`src/rtl/pcs_rx_block_sync.sv`:
```
// Purpose: rebuild 66-bit blocks from the 32-bit serial-word stream, hunt bit alignment by slipping, hold block lock.
// Latency: one cycle from the extracting word to o_valid/o_sync_hdr/o_data/o_hdr_err; o_block_lock and o_slip move on that same edge.
// Backpressure: none; every i_rx_valid word is consumed, and a block leaves the cycle it completes.
//
// Ports:
//   i_clk, i_reset_n         clock, asynchronous active-low reset
//   i_rx_data, i_rx_valid    received word (bit 0 earliest) and its qualifier
//   o_sync_hdr, o_data       header (bit 0 first) and 64-bit payload of the emitted block; held while o_valid=0
//   o_valid, o_hdr_err       one-cycle block strobe while locked; o_hdr_err flags a 2'b00/2'b11 header
//   o_block_lock, o_slip     lock status; one-cycle pulse when a bit slip is requested
module pcs_rx_block_sync #(
  parameter int DATA_WIDTH   = 32,
  parameter int SH_CNT_MAX   = 64,
  parameter int SH_INVLD_MAX = 16
) (
  input  logic                  i_clk,
  input  logic                  i_reset_n,
  input  logic [DATA_WIDTH-1:0] i_rx_data,
  input  logic                  i_rx_valid,
  output logic [1:0]            o_sync_hdr,
  output logic [63:0]           o_data,
  output logic                  o_valid,
  output logic                  o_hdr_err,
  output logic                  o_block_lock,
  output logic                  o_slip
);

  localparam int BLK_W = 66;
  localparam int BUF_W = BLK_W + DATA_WIDTH;
  localparam int CNT_W = $clog2(BUF_W);
  localparam int SH_W  = $clog2(SH_CNT_MAX + 1);
  localparam int IV_W  = $clog2(SH_INVLD_MAX + 1);

  typedef enum logic {HUNT, LOCKED} state_t;

  state_t            state_q, state_d;
  logic [BUF_W-1:0]  buf_q, buf_d;
  logic [CNT_W-1:0]  cnt_q, cnt_d;
  logic              slip_pend_q, slip_pend_d;
  logic [SH_W-1:0]   sh_cnt_q, sh_cnt_d;
  logic [IV_W-1:0]   invld_cnt_q, invld_cnt_d;
  logic [1:0]        sync_hdr_q, sync_hdr_d;
  logic [63:0]       data_q, data_d;
  logic              valid_q, valid_d;
  logic              hdr_err_q, hdr_err_d;
  logic              slip_q, slip_d;

  logic [BUF_W-1:0]  in_ext;
  logic [BUF_W-1:0]  buf_app;
  logic [CNT_W-1:0]  cnt_app;
  logic              extract;
  logic [1:0]        hdr;
  logic [63:0]       payload;
  logic              hdr_ok;
  logic              slip_req;
  logic              emit;
  logic [SH_W-1:0]   sh_inc;
  logic [IV_W-1:0]   iv_inc;

  // Append the new word above the bits already held. A deferred slip eats
  // bit 0 of the next word, so that word contributes only 31 bits.
  always_comb begin
    in_ext  = '0;
    buf_app = buf_q;
    cnt_app = cnt_q;
    if (i_rx_valid) begin
      if (slip_pend_q) begin
        in_ext  = BUF_W'(i_rx_data >> 1);
        cnt_app = cnt_q + CNT_W'(DATA_WIDTH - 1);
      end else begin
        in_ext  = BUF_W'(i_rx_data);
        cnt_app = cnt_q + CNT_W'(DATA_WIDTH);
      end
      buf_app = buf_q | (in_ext << cnt_q);
    end
    extract = (cnt_app >= CNT_W'(BLK_W));
    hdr     = buf_app[1:0];
    payload = buf_app[65:2];
    hdr_ok  = hdr[0] ^ hdr[1];
  end

  // Block-lock state machine; only advances on an extracted candidate block.
  always_comb begin
    state_d     = state_q;
    sh_cnt_d    = sh_cnt_q;
    invld_cnt_d = invld_cnt_q;
    slip_req    = 1'b0;
    emit        = 1'b0;
    sh_inc      = sh_cnt_q + SH_W'(1);
    iv_inc      = invld_cnt_q + (hdr_ok ? IV_W'(0) : IV_W'(1));
    if (extract) begin
      case (state_q)
        HUNT: begin
          if (hdr_ok) begin
            if (sh_inc == SH_W'(SH_CNT_MAX)) begin
              // The block completing the window is already aligned: emit it.
              state_d     = LOCKED;
              sh_cnt_d    = '0;
              invld_cnt_d = '0;
              emit        = 1'b1;
            end else begin
              sh_cnt_d = sh_inc;
            end
          end else begin
            slip_req = 1'b1;
            sh_cnt_d = '0;
          end
        end
        LOCKED: begin
          // Loss-of-lock wins over the window wrap on the same block.
          if (iv_inc == IV_W'(SH_INVLD_MAX)) begin
            state_d     = HUNT;
            slip_req    = 1'b1;
            sh_cnt_d    = '0;
            invld_cnt_d = '0;
          end else begin
            emit = 1'b1;
            if (sh_inc == SH_W'(SH_CNT_MAX)) begin
              sh_cnt_d    = '0;
              invld_cnt_d = '0;
            end else begin
              sh_cnt_d    = sh_inc;
              invld_cnt_d = iv_inc;
            end
          end
        end
        default: state_d = HUNT;
      endcase
    end
  end

  // Buffer consume: 66 bits per block, 67 on a slip. With exactly 66 bits
  // present there is no 67th bit yet, so the extra bit is taken from the next word.
  always_comb begin
    buf_d       = buf_app;
    cnt_d       = cnt_app;
    slip_pend_d = slip_pend_q & ~i_rx_valid;
    if (extract) begin
      if (slip_req && (cnt_app > CNT_W'(BLK_W))) begin
        buf_d = buf_app >> (BLK_W + 1);
        cnt_d = cnt_app - CNT_W'(BLK_W + 1);
      end else begin
        buf_d = buf_app >> BLK_W;
        cnt_d = cnt_app - CNT_W'(BLK_W);
        if (slip_req) begin
          slip_pend_d = 1'b1;
        end
      end
    end
  end

  always_comb begin
    sync_hdr_d = emit ? hdr : sync_hdr_q;
    data_d     = emit ? payload : data_q;
    valid_d    = emit;
    hdr_err_d  = emit & ~hdr_ok;
    slip_d     = slip_req;
  end

  always_ff @(posedge i_clk or negedge i_reset_n) begin
    if (!i_reset_n) begin
      state_q     <= HUNT;
      buf_q       <= '0;
      cnt_q       <= '0;
      slip_pend_q <= 1'b0;
      sh_cnt_q    <= '0;
      invld_cnt_q <= '0;
      sync_hdr_q  <= '0;
      data_q      <= '0;
      valid_q     <= 1'b0;
      hdr_err_q   <= 1'b0;
      slip_q      <= 1'b0;
    end else begin
      state_q     <= state_d;
      buf_q       <= buf_d;
      cnt_q       <= cnt_d;
      slip_pend_q <= slip_pend_d;
      sh_cnt_q    <= sh_cnt_d;
      invld_cnt_q <= invld_cnt_d;
      sync_hdr_q  <= sync_hdr_d;
      data_q      <= data_d;
      valid_q     <= valid_d;
      hdr_err_q   <= hdr_err_d;
      slip_q      <= slip_d;
    end
  end

  assign o_sync_hdr   = sync_hdr_q;
  assign o_data       = data_q;
  assign o_valid      = valid_q;
  assign o_hdr_err    = hdr_err_q;
  assign o_slip       = slip_q;
  assign o_block_lock = (state_q == LOCKED);

endmodule

```
`config.mk`:
```
export PLATFORM = sky130hd
export DESIGN_NAME = pcs_rx_block_sync
export DESIGN_NICKNAME = d
export VERILOG_FILES = /design/src/rtl/pcs_rx_block_sync.sv
export SDC_FILE = /design/constraint.sdc
export NUM_CORES = 1
export LEC_CHECK = 0
export CAP_MARGIN = 20
export CORE_MARGIN = 4
export CORE_UTILIZATION = 61
export DETAILED_ROUTE_END_ITERATION = 10
export MAX_ROUTING_LAYER = met4
export PLACE_DENSITY = 0.89
export SETUP_SLACK_MARGIN = 0.15
export SYNTH_ARGS = -nofsm -noshare
export SYNTH_HDL_FRONTEND = slang
export SYNTH_SLANG_ARGS = --single-unit
```
`constraint.sdc`:
```
create_clock -name i_clk -period 9.2 [get_ports i_clk]
set_clock_uncertainty 0.05 [all_clocks]
set_input_delay 1.84 -clock i_clk [delete_from_list [all_inputs] [get_ports i_clk]]
set_output_delay 1.84 -clock i_clk [all_outputs]
set_load 0.01 [all_outputs]
```
==> flow_metrics.tcl <==
set metrics [dict create \
    synth_fp_nets 1255 \
    initial_core_util 0.626 \
    finalSetupViolations 0 \
    cts_tree "done" \
    hpwlAfterDp_microns 28400 \
    path_max_fanout 37 \
    critical-path-slowest-cell "a21oi_4" \
    finalHoldViolCount 0 \
    drt_drc_violations_left 0 \
    crit_family "simple AND/OR/NAND/NOR gates" \
    pre_cts_ws_ns 1.87 \
    slowest_delay_ns 0.91 \
    dieArea_sq_mm 0.0217 \
    clkSinkCount 188 \
    internal_power_mw 3.04 \
    netlist_area_sq_mm 0.0118 \
    grt_first_pass_wirelength_microns 62300 \
    htree_levels 4 \
    p_leak_nw 5.78 \
    yosys_warnings 0 \
    cts_made_buffers 17 \
    synth_ff_type "dfrtp_1" \
    worstPathArrival_ns 7.43 \
    wire_per_inst_microns 26.2 \
    power_density_mw_per_mm2 445 \
    clockRootBuffer "clkbuf_16" \
    switchingPower_mw 3.05 \
    die_w_microns 147 \
    max_freq_ghz 0.140 \
    antenna_found_initial 0 \
    finalCritPeriodShare 0.778 \
    comb_power_share 0.652 \
    grt_overflow_total 0 \
    cp-start-kind "input port" \
    grt_pass1_vias 10676 \
    post-route-util 0.724 \
    placementRows 50 \
    endpoint_kind "flop" \
    clkPwrFrac 0.127 \
    cts_resized 0 \
    cts.path.max_buffers 2 \
    crit_required_ns 9.48 \
    hold_path.class "flop to flop" \
    drt_first_iter_violations 1744 \
    drive_gt1_frac 0.145 \
    syn_inst 1212 \
    crit_type "input port to flop" \
    status "finished clean" \
    p_total_mw 6.08 \
    path_buf_inv 4 \
    gp_congestion 1.03 \
    worstSkewPairLatency_ns 0.45 \
    io_pins 105 \
    hold_buffers 0 \
    postSynthAreaPerCell_sq_um 9.76 \
    tns_ns 0 \
    grt_setup_unrepaired "no" \
    relSlewSlack 0.177 \
    ys_seq_area_frac 0.398 \
    nets 1314 \
    grt_max_degree 118 \
    fp.coreArea_sq_mm 0.0189 \
    die_h_microns 147 \
    diodes 0 \
    first_pass_iters 6 \
    peakVddDrop_mv 0.244 \
    synthArstFlopShare 1.00 \
    grt_usage 0.382 \
    vias 11095 \
    min_period_ns 7.15 \
    synth_cell_types 84 \
    synth_edf_count 0 \
    clk_pin_slew_worst_paths_ns 0.08 \
    synthToLayoutAreaGrowth_pct 15.7 \
    path_cells "clkdlybuf4s50_1, buf_4, or3b_1, nor4_4, nand3_1, o211ai_1, inv_1, ha_1, ha_1, nor3_1, a31oi_1, or4_1, a21oi_4, nor2_1, buf_4, a221oi_1" \
    setup_slack_ns 2.05 \
    slew_violations 0 \
    swShare 0.501 \
    post_cts_buffers 0 \
    postRouteWirelength_microns 40500 \
    max_slew.worst_pin.slew_ns 1.23 \
    numPortBuffers 104 \
    ant_nets 0 \
    place_area_sq_mm 0.0130 \
    post-route-cell-area_sq_mm 0.0137 \
    sequentialPowerShare 0.222 \
    fill_cells 1367 \
    cap_violations 0 \
    ys_ff_latch 188 \
    avgViaCountPerCell 7.19 \
]
[registers in the layout (all words and copies together), names as in the netlist]
| signal | count |
|---|---|
| o_valid | 1 |
| o_slip | 1 |
| invld_cnt_q | 5 |
| sh_cnt_q | 7 |
| slip_pend_q | 1 |
| o_hdr_err | 1 |
| cnt_q | 7 |
| o_sync_hdr | 2 |
| buf_q | 98 |
| o_data | 64 |
| o_block_lock | 1 |
[through the flow]
| step | hold slack [ns] | instances |
|---|---|---|
| 4_1_cts | 0.436 | 1541 |
| 5_1_grt | 0.465 | 1544 |
| 2_1_floorplan | 0.397 | 1212 |
| 3_3_place_gp | 0.409 | 1509 |
| 6_report | 0.432 | 1544 |
| 3_5_place_dp | 0.419 | 1509 |
[final cells by class]
cell class | count | area [sq um] | share of cell area
Clock buffer | 17 | 425 | 0.0311
Clock inverter | 15 | 193 | 0.0141
Inverter | 22 | 82.6 | 0.00604
Multi-Input combinational cell | 907 | 6650 | 0.486
Sequential cell | 188 | 4710 | 0.344
Tap cell | 260 | 325 | 0.0238
Timing Repair Buffer | 135 | 1300 | 0.0951
[cells in the final DEF, fill, tap and decap left out, drive strengths merged, types with 13 or more instances in the layout]
cell type      instances
dfrtp                188
a21oi                 60
and2                  22
a31oi                 13
inv                   27
a221oi                59
o22ai                 19
nor3                  27
a21o                  14
nand2                117
a211oi                18
nand2b                14
mux4                  40
clkbuf                19
clkdlybuf4s50        103
o21ai                 77
buf                   30
mux2                  52
nand3                 20
nor2                 128
mux2i                 43
[cells by family (layout without fill, tap and decap cells)]
logic type,count (synthesis),after routing,synth area share
AOI/OAI and AO/OA,378,378,0.234
and+or+nand+nor,376,376,0.146
DFF,188,188,0.398
muxes,135,135,0.163
buffers and inverters,117,189,0.0430
xor gates and xnor gates,10,10,0.00741
adders and majority gates,8,8,0.00847
[Yosys cell counts (9+ instances only)]
master / n / area, sq um
nand3_1: 20 / 100
nor3_1: 27 / 135
nand2_1: 117 / 439
dfrtp_1: 188 / 4700
a21o_1: 14 / 105
buf_1: 13 / 48.8
o21ai_0: 72 / 360
a21oi_1: 58 / 290
nor2_1: 128 / 480
xnor2_1: 9 / 78.8
mux4_2: 40 / 901
o22ai_1: 19 / 119
o31ai_1: 10 / 75.1
buf_2: 28 / 140
mux2_2: 49 / 552
a211oi_1: 16 / 120
and2_1: 22 / 138
a221o_1: 9 / 90.1
nand2b_1: 14 / 87.6
o21a_1: 9 / 67.6
inv_1: 18 / 67.6
clkbuf_1: 47 / 176
a31oi_1: 13 / 81.3
a221oi_1: 54 / 473
mux2i_1: 42 / 420
[power groups by stage]
stage / combinational [mW] / clock [mW] / sequential [mW]
2_1_floorplan: 2.37 / 0 / 1.38
3_3_place_gp: 3.68 / 0 / 1.34
3_5_place_dp: 3.76 / 0 / 1.35
4_1_cts: 3.79 / 0.770 / 1.34
5_1_grt: 4.12 / 0.808 / 1.38
6_report: 3.97 / 0.771 / 1.35
[path summary, 6_finish.rpt]
path / slack [ns] / cells past startpoint / start / end
setup / recovery: 2.05 / 16 / i_rx_valid / buf_q[5]
hold / removal: 0.43 / 2 / o_data[50] / o_data[50]
min in group asynchronous: 1.43 / 1 / i_reset_n / o_data[45]
setup reg to reg: 3.42 / 15 / cnt_q[0] / buf_q[5]
max in group asynchronous: 6.09 / 2 / i_reset_n / o_sync_hdr[1]
hold reg to reg: 0.43 / 2 / o_data[50] / o_data[50]
[worst reg2reg max path, stage by stage (launching register included)]
cell      delay, ns
dfrtp_2        0.45
buf_4          0.61
and3b_1        0.27
a211oi_1       0.05
buf_4          0.19
o311ai_0       0.72
o211ai_1       0.31
inv_1          0.12
ha_1           0.20
ha_1           0.26
a31oi_1        0.13
or4_1          0.65
a21oi_4        0.91
nor2_1         0.10
buf_4          0.27
a221oi_1       0.37
[routing by layer]
metal	vias to the layer above	wire, microns	GRT usage
met5	-	0	-
met4	0	2360	0.174
met3	191	4830	0.0999
met2	831	17900	0.575
li1	4739	-	-
met1	5334	15400	0.488
(Power assumes the default switching activity.)
